$ cat src/rtl/alureg_pkg.sv
// Package shared by the register-file/ALU micro-sequencer.
// Holds the controller FSM state type, the instruction kind codes and the
// 2-bit ALU operation codes understood by the 8x16 datapath ALU.
package alureg_pkg;

  // One state per datapath phase; IDLE is the only state that accepts work.
  typedef enum logic [2:0] {
    ST_IDLE = 3'd0,
    ST_LOAD = 3'd1,
    ST_EXEC = 3'd2,
    ST_WB   = 3'd3,
    ST_DONE = 3'd4
  } state_t;

  // Instruction kinds carried on instr_kind.
  localparam logic KIND_LOADI = 1'b0;
  localparam logic KIND_ALU   = 1'b1;

  // ALU operation codes, passed straight through to the datapath ALU.
  localparam logic [1:0] OP_ADD = 2'd0;
  localparam logic [1:0] OP_SUB = 2'd1;
  localparam logic [1:0] OP_AND = 2'd2;
  localparam logic [1:0] OP_OR  = 2'd3;

endpackage

$ cat src/rtl/alureg_seq_ctrl.sv
// alureg_seq_ctrl: micro-sequencer for the 8x16 register-file/ALU datapath.
// Accepts one instruction at a time over instr_valid/instr_ready and runs it:
//   LOADI : write instr_imm into register rd (one write cycle).
//   ALU   : EXEC/WB pair repeated rep+1 times; each EXEC re-reads the source
//           registers, so rd==rs1 accumulates.
// Ports:
//   clk, reset                 clock and asynchronous active-high reset
//   instr_valid / instr_ready  instruction handshake (ready only in IDLE)
//   instr_kind/op/rd/rs1/rs2/rep/imm  instruction fields, latched at accept
//   op, rd_addr_a, rd_addr_b, wr_addr, wr, sel, d_in   datapath controls
//   alu_out, cout              datapath ALU result and carry
//   result                     last value written by LOADI/ALU
//   carry_flag                 sticky "carry seen in this instruction"
//   done                       one-cycle completion pulse
//   busy                       high in any state other than IDLE
// Build option: define ALUREG_SEQ_CARRY_EN to enable the sticky carry_flag;
// without it carry_flag is tied to 0 and cout is ignored.
module alureg_seq_ctrl
  import alureg_pkg::*;
#(
  parameter int DATA_W = 16,
  parameter int ADDR_W = 3,
  parameter int REP_W  = 4
) (
  input  logic              clk,
  input  logic              reset,
  input  logic              instr_valid,
  output logic              instr_ready,
  input  logic              instr_kind,
  input  logic [1:0]        instr_op,
  input  logic [ADDR_W-1:0] instr_rd,
  input  logic [ADDR_W-1:0] instr_rs1,
  input  logic [ADDR_W-1:0] instr_rs2,
  input  logic [REP_W-1:0]  instr_rep,
  input  logic [DATA_W-1:0] instr_imm,
  output logic [1:0]        op,
  output logic [ADDR_W-1:0] rd_addr_a,
  output logic [ADDR_W-1:0] rd_addr_b,
  output logic [ADDR_W-1:0] wr_addr,
  output logic              wr,
  output logic              sel,
  output logic [DATA_W-1:0] d_in,
  input  logic [DATA_W-1:0] alu_out,
  input  logic              cout,
  output logic [DATA_W-1:0] result,
  output logic              carry_flag,
  output logic              done,
  output logic              busy
);

  state_t              state;
  state_t              next_state;
  logic                accept;
  logic [ADDR_W-1:0]   rd_q;
  logic [DATA_W-1:0]   imm_q;
  logic [REP_W-1:0]    iter;

  assign instr_ready = (state == ST_IDLE);
  assign busy        = (state != ST_IDLE);
  assign done        = (state == ST_DONE);
  assign accept      = instr_valid && instr_ready;

  // Next-state logic. The iteration counter is tested before it is
  // decremented, so rep+1 EXEC/WB passes run and the counter never wraps.
  always_comb begin
    next_state = state;
    unique case (state)
      ST_IDLE: begin
        if (accept) begin
          next_state = (instr_kind == KIND_LOADI) ? ST_LOAD : ST_EXEC;
        end
      end
      ST_LOAD: next_state = ST_DONE;
      ST_EXEC: next_state = ST_WB;
      ST_WB:   next_state = (iter == '0) ? ST_DONE : ST_EXEC;
      ST_DONE: next_state = ST_IDLE;
      default: next_state = ST_IDLE;
    endcase
  end

  // State register plus the registered datapath controls. Each control is
  // loaded on the edge that enters the state it belongs to, so it is valid
  // for the whole of that state. On accept the controls come straight from
  // the instr_* inputs because the latched copies are not yet available.
  // wr defaults low every cycle; everything else holds its last value.
  always_ff @(posedge clk or posedge reset) begin
    if (reset) begin
      state     <= ST_IDLE;
      rd_q      <= '0;
      imm_q     <= '0;
      iter      <= '0;
      op        <= '0;
      rd_addr_a <= '0;
      rd_addr_b <= '0;
      wr_addr   <= '0;
      wr        <= 1'b0;
      sel       <= 1'b0;
      d_in      <= '0;
      result    <= '0;
    end else begin
      state <= next_state;
      wr    <= 1'b0;
      unique case (state)
        ST_IDLE: begin
          if (accept) begin
            rd_q  <= instr_rd;
            imm_q <= instr_imm;
            iter  <= instr_rep;
            if (instr_kind == KIND_LOADI) begin
              wr      <= 1'b1;
              sel     <= 1'b0;
              d_in    <= instr_imm;
              wr_addr <= instr_rd;
            end else begin
              rd_addr_a <= instr_rs1;
              rd_addr_b <= instr_rs2;
              op        <= instr_op;
            end
          end
        end
        ST_LOAD: begin
          result <= imm_q;
        end
        ST_EXEC: begin
          wr      <= 1'b1;
          sel     <= 1'b1;
          wr_addr <= rd_q;
        end
        ST_WB: begin
          result <= alu_out;
          if (iter != '0) begin
            iter <= iter - REP_W'(1);
          end
        end
        default: begin
        end
      endcase
    end
  end

`ifdef ALUREG_SEQ_CARRY_EN
  logic carry_q;

  // Sticky carry: cleared when a new instruction is accepted, set by any
  // write-back that produced a carry. LOADI never reaches WB, so it stays 0.
  always_ff @(posedge clk or posedge reset) begin
    if (reset) begin
      carry_q <= 1'b0;
    end else if (accept) begin
      carry_q <= 1'b0;
    end else if (state == ST_WB && cout) begin
      carry_q <= 1'b1;
    end
  end

  assign carry_flag = carry_q;
`else
  logic unused_cout;

  assign unused_cout = cout;
  assign carry_flag  = 1'b0;
`endif

endmodule

$ cat config.mk
export PLATFORM = sky130hd
export DESIGN_NAME = alureg_seq_ctrl
export DESIGN_NICKNAME = d
export VERILOG_FILES = /design/src/rtl/alureg_pkg.sv /design/src/rtl/alureg_seq_ctrl.sv
export SDC_FILE = /design/constraint.sdc
export NUM_CORES = 1
export LEC_CHECK = 0
export BUFFER_PORTS_ARGS = -buffer_cell sky130_fd_sc_hd__buf_4
export CORE_MARGIN = 5
export CORE_UTILIZATION = 47
export CTS_BUF_LIST = sky130_fd_sc_hd__clkbuf_2 sky130_fd_sc_hd__clkbuf_4 sky130_fd_sc_hd__clkbuf_8
export DETAILED_ROUTE_END_ITERATION = 8
export PLACE_DENSITY_LB_ADDON = 0.15
export SETUP_SLACK_MARGIN = 0.1
export SLEW_MARGIN = 20
export SYNTH_ARGS = -nofsm -noshare
export SYNTH_HDL_FRONTEND = slang
export SYNTH_SLANG_ARGS = --single-unit
export TNS_END_PERCENT = 30
$ cat constraint.sdc
create_clock -name clk -period 2.2 [get_ports clk]
set_input_delay 0.44 -clock clk [delete_from_list [all_inputs] [get_ports clk]]
set_output_delay 0.44 -clock clk [all_outputs]
set_load 0.01 [all_outputs]
# Yosys cells after proc, flatten, opt, wreduce, memory -nomap -nowiden
# Cells that the tools add are included.
# W data, S select, Z words.
[totals]
register_bits = 71
inputBits = 52
word_cells = 51
[op_classes]
n_addsub = 1
n_eq_ne = 7
n_mux = 17
bitwise = 1
reduce_logical = 13
[op_table]
columns = ["op", "n"]
rows = [
  ["$pmux W16 S2", 1],
  ["$mux W3", 4],
  ["$pmux W3 S4", 1],
  ["$reduce_and A3 Y1", 4],
  ["$mux W4", 2],
  ["$pmux W4 S2", 1],
  ["$eq A3 B2 Y1 const B", 2],
  ["$pmux W3 S2", 1],
  ["$reduce_bool A2 Y1", 3],
  ["$logic_not A4 Y1", 1],
  ["$mux W1", 4],
  ["$ne A2 B2 Y1 const B", 2],
  ["$pmux W1 S2", 2],
  ["$reduce_bool A4 Y1", 1],
  ["$sub A4 B1 Y4 const B", 1],
  ["$eq A3 B1 Y1 const B", 1],
  ["$eq A3 B3 Y1 const B", 1],
  ["$logic_not A3 Y1", 1],
  ["$reduce_bool A3 Y1", 1],
  ["$mux W2", 1],
  ["$ne A2 B1 Y1 const B", 1],
  ["$reduce_and A2 Y1", 1],
  ["$logic_and A1 B1 Y1", 1],
  ["$not A1 Y1", 1],
]

# Depth between registers and ports, before layout
# Gate-level depths: netlist (run 1).
[depth]
ltp_word = 4
mapped_depth = 6
mapped_depth_nobuf = 6

# Worst setup path before layout (run 1)
# No wires, ideal clock.
[synth_path]
path_type = "reg-to-reg"
start = "reg state[1]"
end = "reg d_in[0]"
t_arrival_ps = 1699
required_ps = 2075
slack_ps = 376
stages_incl_launch_ff = 7
synth_period_minus_slack_ps = 1824
path_cell_list = "dfrtp_1 > buf_6 > or4b_4 > buf_6 > nor2_8 > buf_12 > mux2_4"
[synth_via]
elab_chain_len = 3
[synth_lines]
columns = ["item", "line_no", "text"]
rows = [
  ["from (decl)", "alureg_seq_ctrl.sv:51", "state_t state;"],
  ["from (signal assigned)", "alureg_seq_ctrl.sv:101", "state <= next_state;"],
  ["$logic_not A3 Y1 *", "alureg_seq_ctrl.sv:58, alureg_seq_ctrl.sv:103", ""],
  ["$logic_and A1 B1 Y1", "alureg_seq_ctrl.sv:61", "assign accept = instr_valid && instr_ready;"],
  ["$reduce_and A3 Y1 (no line) *", "-", ""],
  ["to (signal assigned)", "alureg_seq_ctrl.sv:112", "d_in <= instr_imm;"],
  ["to (decl)", "alureg_seq_ctrl.sv:42", "output logic [DATA_W-1:0] d_in,"],
]
# Mark *: on every way between the ends. The rest lies on a longest branch, timed or not.
# A chain may end at the register's enable or synchronous reset.

# Worst setup path in the final report (run 1)
[layout_path]
start = "reg state[1]"
end = "out busy"
[layout_via]
elab_chain_len = 1
[layout_lines]
columns = ["item", "line_no", "text"]
rows = [
  ["$reduce_bool A3 Y1", "alureg_seq_ctrl.sv:59", "assign busy = (state != ST_IDLE);"],
  ["to (decl)", "alureg_seq_ctrl.sv:48", "output logic busy"],
]
# Every way passes these cells.

==> results.sh, run 1 <==
export IMPL_timing_fmax_ghz=0.516
export IMPL_grt_max_degree=43
export IMPL_pin_count=101
export IMPL_rows=29
export IMPL_synth_flop_cell="dfrtp_1"
export IMPL_yosysWarningCount=0
export IMPL_setup_ws_ps=261
export IMPL_report_power_total_mw=5.81
export IMPL_cts_root_buffer="clkbuf_8"
export IMPL_cts_tree="done"
export IMPL_die_h_microns=90.3
export IMPL_yosys_area_top_type="dfrtp_1"
export IMPL_htree_levels=3
export IMPL_internal_power_mw=3.78
export IMPL_ctsResizeCount=0
export IMPL_drtIter0Drc=43
export IMPL_synth_fp_nets=323
export IMPL_ys_top_cells_by_area="dfrtp_1 (59%), nand2_1 (9.9%), mux2i_1 (6.3%)"
export IMPL_gp_congestion=0.831
export IMPL_synth_area_sq_mm=0.00303
export IMPL_wl_per_cell_microns=14.9
export IMPL_ys_ff_latch=71
export IMPL_avgViaCountPerCell=4.95
export IMPL_hpwl_mm=4.90
export IMPL_nNetsFinal=424
export IMPL_die_area_sq_mm=0.00815
export IMPL_finalSetupViolCount=0
export IMPL_grt_usage_pct=17.1
export IMPL_mostFrequentLayoutCell="buf_4"
export IMPL_ys_seq_area_share_pct=58.7
export IMPL_syn_instance_count=270
export IMPL_cts_sinks=71
export IMPL_gr_total_overflow=0
export IMPL_run_status="finished clean"
export IMPL_post_layout_nonfiller_instances=452
export IMPL_drive_above_1_share_pct=39.7
export IMPL_worstPathRequired_ps=1760
export IMPL_arrival_ps=1500
export IMPL_cts_buffers=9
export IMPL_via_count=2237
export IMPL_drc=0
export IMPL_clk_latency_ps=340
export IMPL_hold_viol_final=0
export IMPL_rsz0062_at_grt="false"
export IMPL_post_place_ws_ps=261
export IMPL_pwr_share_clk_pct=16.5
export IMPL_clk_pin_slew_ps=70
export IMPL_cts_hold_buf=0
export IMPL_cp_startpoint="state[1]$_DFFE_PP0P_"
export IMPL_powerDensity_mw_per_mm2=1440
export IMPL_slew_headroom_pct=62.9
export IMPL_start_kind="register"
export IMPL_ir_drop_mv=0.838
export IMPL_grt_first_pass_wirelength_mm=11.2
export IMPL_reg2reg_from="state[2]$_DFFE_PP0P_"
export IMPL_comb_power_share_pct=43.9
export IMPL_coreArea_sq_mm=0.00631
export IMPL_fin_skew_ps=8.94
export IMPL_post_route_period_util_pct=88.2
export IMPL_path_max_fanout=25
export IMPL_end_kind="output port"
export IMPL_antenna_found_initial=0
export IMPL_yosysUniqueCellTypes=35
export IMPL_worstSetupPathType="register to output port"
export IMPL_area_growth_pct=33.1
export IMPL_async_flop_share_pct=100
export IMPL_switching_share_pct=35.0
export IMPL_power_leakage_nw=2.05
export IMPL_portBuffers=98
export IMPL_power_switching_mw=2.03
export IMPL_cts_buffer_depth=2
export IMPL_drv_cap=0
export IMPL_nFillCells=555
export IMPL_final_antenna_net_count=0
export IMPL_tightest_slew_ps=553
export IMPL_synth_top_cell_area_share_pct=58.7
export IMPL_seqPwrFrac_pct=39.6
export IMPL_diodes=0
export IMPL_initial_utilization_pct=48.0
export IMPL_dpl_cell_count=437
export IMPL_syn_area_per_cell_sq_um=11.2
export IMPL_dr_pass1_iters=4
export IMPL_fin_tns_setup_ps=0
export IMPL_drt_wl_total_mm=6.74
export IMPL_synth_edf_count=0
export IMPL_first_global_vias=2336
export IMPL_die_x_microns=90.3
export IMPL_min_period_ps=1940
export IMPL_maxSlewViolCount=0
export IMPL_cts_setup_buffers=0
export IMPL_min_path_type="primary input to async pin"
export IMPL_mostFrequentLayoutCells="buf_4 (104), nand2_1 (80), dfrtp_1 (71)"
-- cell families after synthesis --
kind of cell    synth area share (%)
simple gates                    14.3
flops                           58.7
mux                             16.4
compound gates                  5.99
buf+inv                         4.09
fa+ha+maj                      0.413
other cells                    0.124
-- path summary, 6_finish.rpt --
path                                         end  slack [ps]  depth (start not counted)
setup / recovery                            busy         260                          4
max in group asynchronous  result[6]$_DFFE_PP0P_        1600                          3
hold reg to reg            imm_q[12]$_DFFE_PP0P_         470                          2
hold / removal               rd_q[1]$_DFFE_PP0P_          80                          2
min in group clk            imm_q[8]$_DFFE_PP0P_         300                          3
setup reg to reg             d_in[8]$_DFFE_PP0P_         270                          3
-- registers in the layout, summed over array words and instances (netlist names) --
name	count
state	3
imm_q	16
rd_addr_a	3
wr_addr	3
iter	4
wr	1
op	2
rd_addr_b	3
sel	1
rd_q	3
d_in	16
result	16
-- worst max-delay path, cell delays in order (launching register included) --
cell and delay, ps:
dfrtp_1 380, buf_4 250, nor3_1 320, inv_1 70
buf_4 150
-- final cells by class --
type                    instances  area (sq um)  share of cell area (%)
flip-flops and latches         71          1780                    44.1
clock buffers                  13           173                    4.29
inverters                       8          33.8                   0.839
repair buffers                105           801                    19.9
clock inverters                 2          15.0                   0.373
well taps                      77          96.3                    2.39
multi-input cells             176          1130                    28.1
-- layer usage --
metal | wire length, microns | global-route usage, % | vias up
met5 | 0 | 0 | -
met4 | 133 | 6.20 | 0
met3 | 495 | 7.83 | 13
met2 | 3340 | 27.9 | 73
met1 | 2770 | 19.6 | 1056
li1 | - | - | 1095
-- cells in the mapped netlist (2+ instances only) --
cell type	instances
buf_2	2
nor3b_1	2
mux2i_1	19
inv_1	8
mux2_4	10
dfrtp_1	71
nor2_1	6
mux2_2	14
nand2_1	80
a21oi_1	3
clkbuf_1	9
o21ai_0	22
buf_6	2
-- metrics by stage --
stage | utilization [%] | hold slack (ps) | cell area [sq um]
final | 63.8 | 80.6 | 4030
after global routing | 63.8 | 82.8 | 4030
after CTS | 63.8 | 77.6 | 4030
after detailed placement | 60.8 | 443 | 3840
after global placement | 60.8 | 444 | 3840
after floorplan | - | 445 | 3030
-- power groups by stage --
stage / clock [mW] / sequential, mW / combinational, mW
2_1_floorplan: 0 / 2.46 / 1.38
3_3_place_gp: 0 / 2.31 / 2.52
3_5_place_dp: 0 / 2.32 / 2.60
4_1_cts: 0.987 / 2.30 / 2.61
5_1_grt: 1.05 / 2.37 / 2.83
6_report: 0.958 / 2.30 / 2.55
Note: power is estimated with default switching activity, not from simulation.
==> run 2: changes to the inputs <==
--- a/config.mk
+++ b/config.mk
@@ -6,9 +6,8 @@
 export NUM_CORES = 1
 export LEC_CHECK = 0
 export BUFFER_PORTS_ARGS = -buffer_cell sky130_fd_sc_hd__buf_4
-export CORE_MARGIN = 5
 export CORE_UTILIZATION = 47
-export CTS_BUF_LIST = sky130_fd_sc_hd__clkbuf_2 sky130_fd_sc_hd__clkbuf_4 sky130_fd_sc_hd__clkbuf_8
+export CTS_BUF_LIST = sky130_fd_sc_hd__clkbuf_2
 export DETAILED_ROUTE_END_ITERATION = 8
 export PLACE_DENSITY_LB_ADDON = 0.15
 export SETUP_SLACK_MARGIN = 0.1
==> results.sh, run 2 (synthesis results as in run 1) <==
export IMPL_seqPwrFrac_pct=42.3
export IMPL_grt_max_degree=39
export IMPL_timing_fmax_ghz=0.500
export IMPL_hold_viol_final=0
export IMPL_nFillCells=510
export IMPL_wl_per_cell_microns=13.9
export IMPL_reg2reg_from="state[2]$_DFFE_PP0P_"
export IMPL_cts_tree="done"
export IMPL_cts_root_buffer="clkbuf_2"
export IMPL_drtIter0Drc=56
export IMPL_pwr_share_clk_pct=10.9
export IMPL_via_count=2268
export IMPL_pin_count=101
export IMPL_final_antenna_net_count=0
export IMPL_ff2ff_setup_slack_ps=250
export IMPL_power_switching_mw=2.03
export IMPL_area_growth_pct=30.2
export IMPL_worstSetupPathType="register to output port"
export IMPL_drt_wl_total_mm=6.28
export IMPL_portBuffers=98
export IMPL_min_path_type="primary input to register"
export IMPL_htree_levels=3
export IMPL_diodes=0
export IMPL_slew_headroom_pct=65.6
export IMPL_mostFrequentLayoutCells="buf_4 (104), nand2_1 (80), dfrtp_1 (71)"
export IMPL_cts_setup_buffers=0
export IMPL_avgViaCountPerCell=5.02
export IMPL_ir_drop_mv=0.670
export IMPL_whs_ps=129
export IMPL_gp_congestion=0.764
export IMPL_initial_utilization_pct=50.0
export IMPL_power_leakage_nw=2.03
export IMPL_antenna_found_initial=0
export IMPL_fin_tns_setup_ps=0
export IMPL_clk_pin_slew_ps=220
export IMPL_start_kind="register"
export IMPL_maxSlewViolCount=0
export IMPL_die_h_microns=82.3
export IMPL_finalSetupViolCount=0
export IMPL_min_period_ps=2000
export IMPL_cp_startpoint="state[1]$_DFFE_PP0P_"
export IMPL_gr_total_overflow=0
export IMPL_switching_share_pct=37.3
export IMPL_comb_power_share_pct=46.9
export IMPL_path_max_fanout=25
export IMPL_die_x_microns=82.3
export IMPL_rows=28
export IMPL_clk_latency_ps=490
export IMPL_crit_path_end="busy"
export IMPL_worstPathRequired_ps=1760
export IMPL_reg_top3="d_in x16, imm_q x16, result x16"
export IMPL_tightest_slew_ps=513
export IMPL_grt_first_pass_wirelength_mm=10.2
export IMPL_internal_power_mw=3.40
export IMPL_post_route_period_util_pct=90.8
export IMPL_drive_above_1_share_pct=39.5
export IMPL_drv_cap=0
export IMPL_fin_skew_ps=30.9
export IMPL_rsz0062_at_grt="false"
export IMPL_hpwl_mm=4.49
export IMPL_mostFrequentLayoutCell="buf_4"
export IMPL_cts_buffers=9
export IMPL_ff2ff_path_depth=3
export IMPL_arrival_ps=1560
export IMPL_run_status="finished clean"
export IMPL_drc=0
export IMPL_die_area_sq_mm=0.00677
export IMPL_end_kind="output port"
export IMPL_dr_pass1_iters=4
export IMPL_nNetsFinal=425
export IMPL_cts_buffer_depth=2
export IMPL_powerDensity_mw_per_mm2=1380
export IMPL_grt_usage_pct=20.5
export IMPL_report_power_total_mw=5.43
export IMPL_timing_rr_end="d_in[6]$_DFFE_PP0P_"
export IMPL_first_global_vias=2241
export IMPL_cts_sinks=71
export IMPL_coreArea_sq_mm=0.00606
==> run 2: cell types whose count changed in the layout (fill, tap and decap cells not counted) <==
cell	previous run	this run
clkbuf_8	12	0
clkbuf_2	0	9
clkinv_2	0	3
clkinv_1	0	2
clkbuf_4	1	0
clkinvlp_4	3	2
dlygate4sd3_1	0	1
inv_6	0	1
nor3_1	1	0
nor3_4	0	1
==> run 2: how the worst min path moves through the flow <==
stage	from	endpoint	depth (start not counted)
2_1_floorplan	imm_q[0]$_DFFE_PP0P_	imm_q[0]$_DFFE_PP0P_	2
3_3_place_gp	imm_q[2]$_DFFE_PP0P_	imm_q[2]$_DFFE_PP0P_	2
3_5_place_dp	imm_q[1]$_DFFE_PP0P_	imm_q[1]$_DFFE_PP0P_	2
4_1_cts	instr_imm[9]	imm_q[9]$_DFFE_PP0P_	3
5_1_grt	instr_imm[9]	imm_q[9]$_DFFE_PP0P_	3
6_report	instr_imm[9]	imm_q[9]$_DFFE_PP0P_	3
==> run 2: layout make-up <==
cell class                      instances  area, sq um  area share, %
Timing Repair Buffer                  106          811           20.6
Clock inverter                          7         38.8          0.984
Inverter                                8         33.8          0.857
Tap cell                               75         93.8           2.38
Clock buffer                            9         45.0           1.14
Multi-Input combinational cell        176         1140           29.0
Sequential cell                        71         1780           45.1
==> run 2: timing repair <==
action | CTS | global route
hold buffers | 1 | 0
gates resized for setup | 1 | 1
setup endpoints to repair | 2 | 1
endpoints found under the hold margin | 21 | 0
==> run 2: worst max-delay path, stage by stage (launching register included) <==
cell	delay (ps)
dfrtp_1	410
buf_4	260
nor3_4	220
inv_1	60
buf_4	140
==> run 2: stage by stage <==
| step | worst slack, ps | std cells | area, sq um | utilization, % |
|---|---|---|---|---|
| 2_1_floorplan | 376 | 270 | 3030 | - |
| 3_3_place_gp | 320 | 435 | 3840 | 63.3 |
| 3_5_place_dp | 285 | 435 | 3840 | 63.3 |
| 4_1_cts | 137 | 452 | 3940 | 65.0 |
| 5_1_grt | 120 | 452 | 3940 | 65.1 |
| 6_report | 202 | 452 | 3940 | 65.1 |
==> run 2: routing by layer <==
layer  part of all wire (%)  GRT usage (%)
met5                      0              0
met4                   0.94           8.95
met3                    5.4           4.40
met2                     51           35.8
met1                     43           24.1
==> run 2: power by group through the flow <==
stage               sequential, mW  combinational, mW  clock (mW)
floorplan                     2.46               1.38           0
global placement              2.30               2.50           0
detailed placement            2.33               2.56           0
CTS                           2.30               2.57       0.616
global route                  2.39               2.82       0.664
finish                        2.30               2.55       0.590
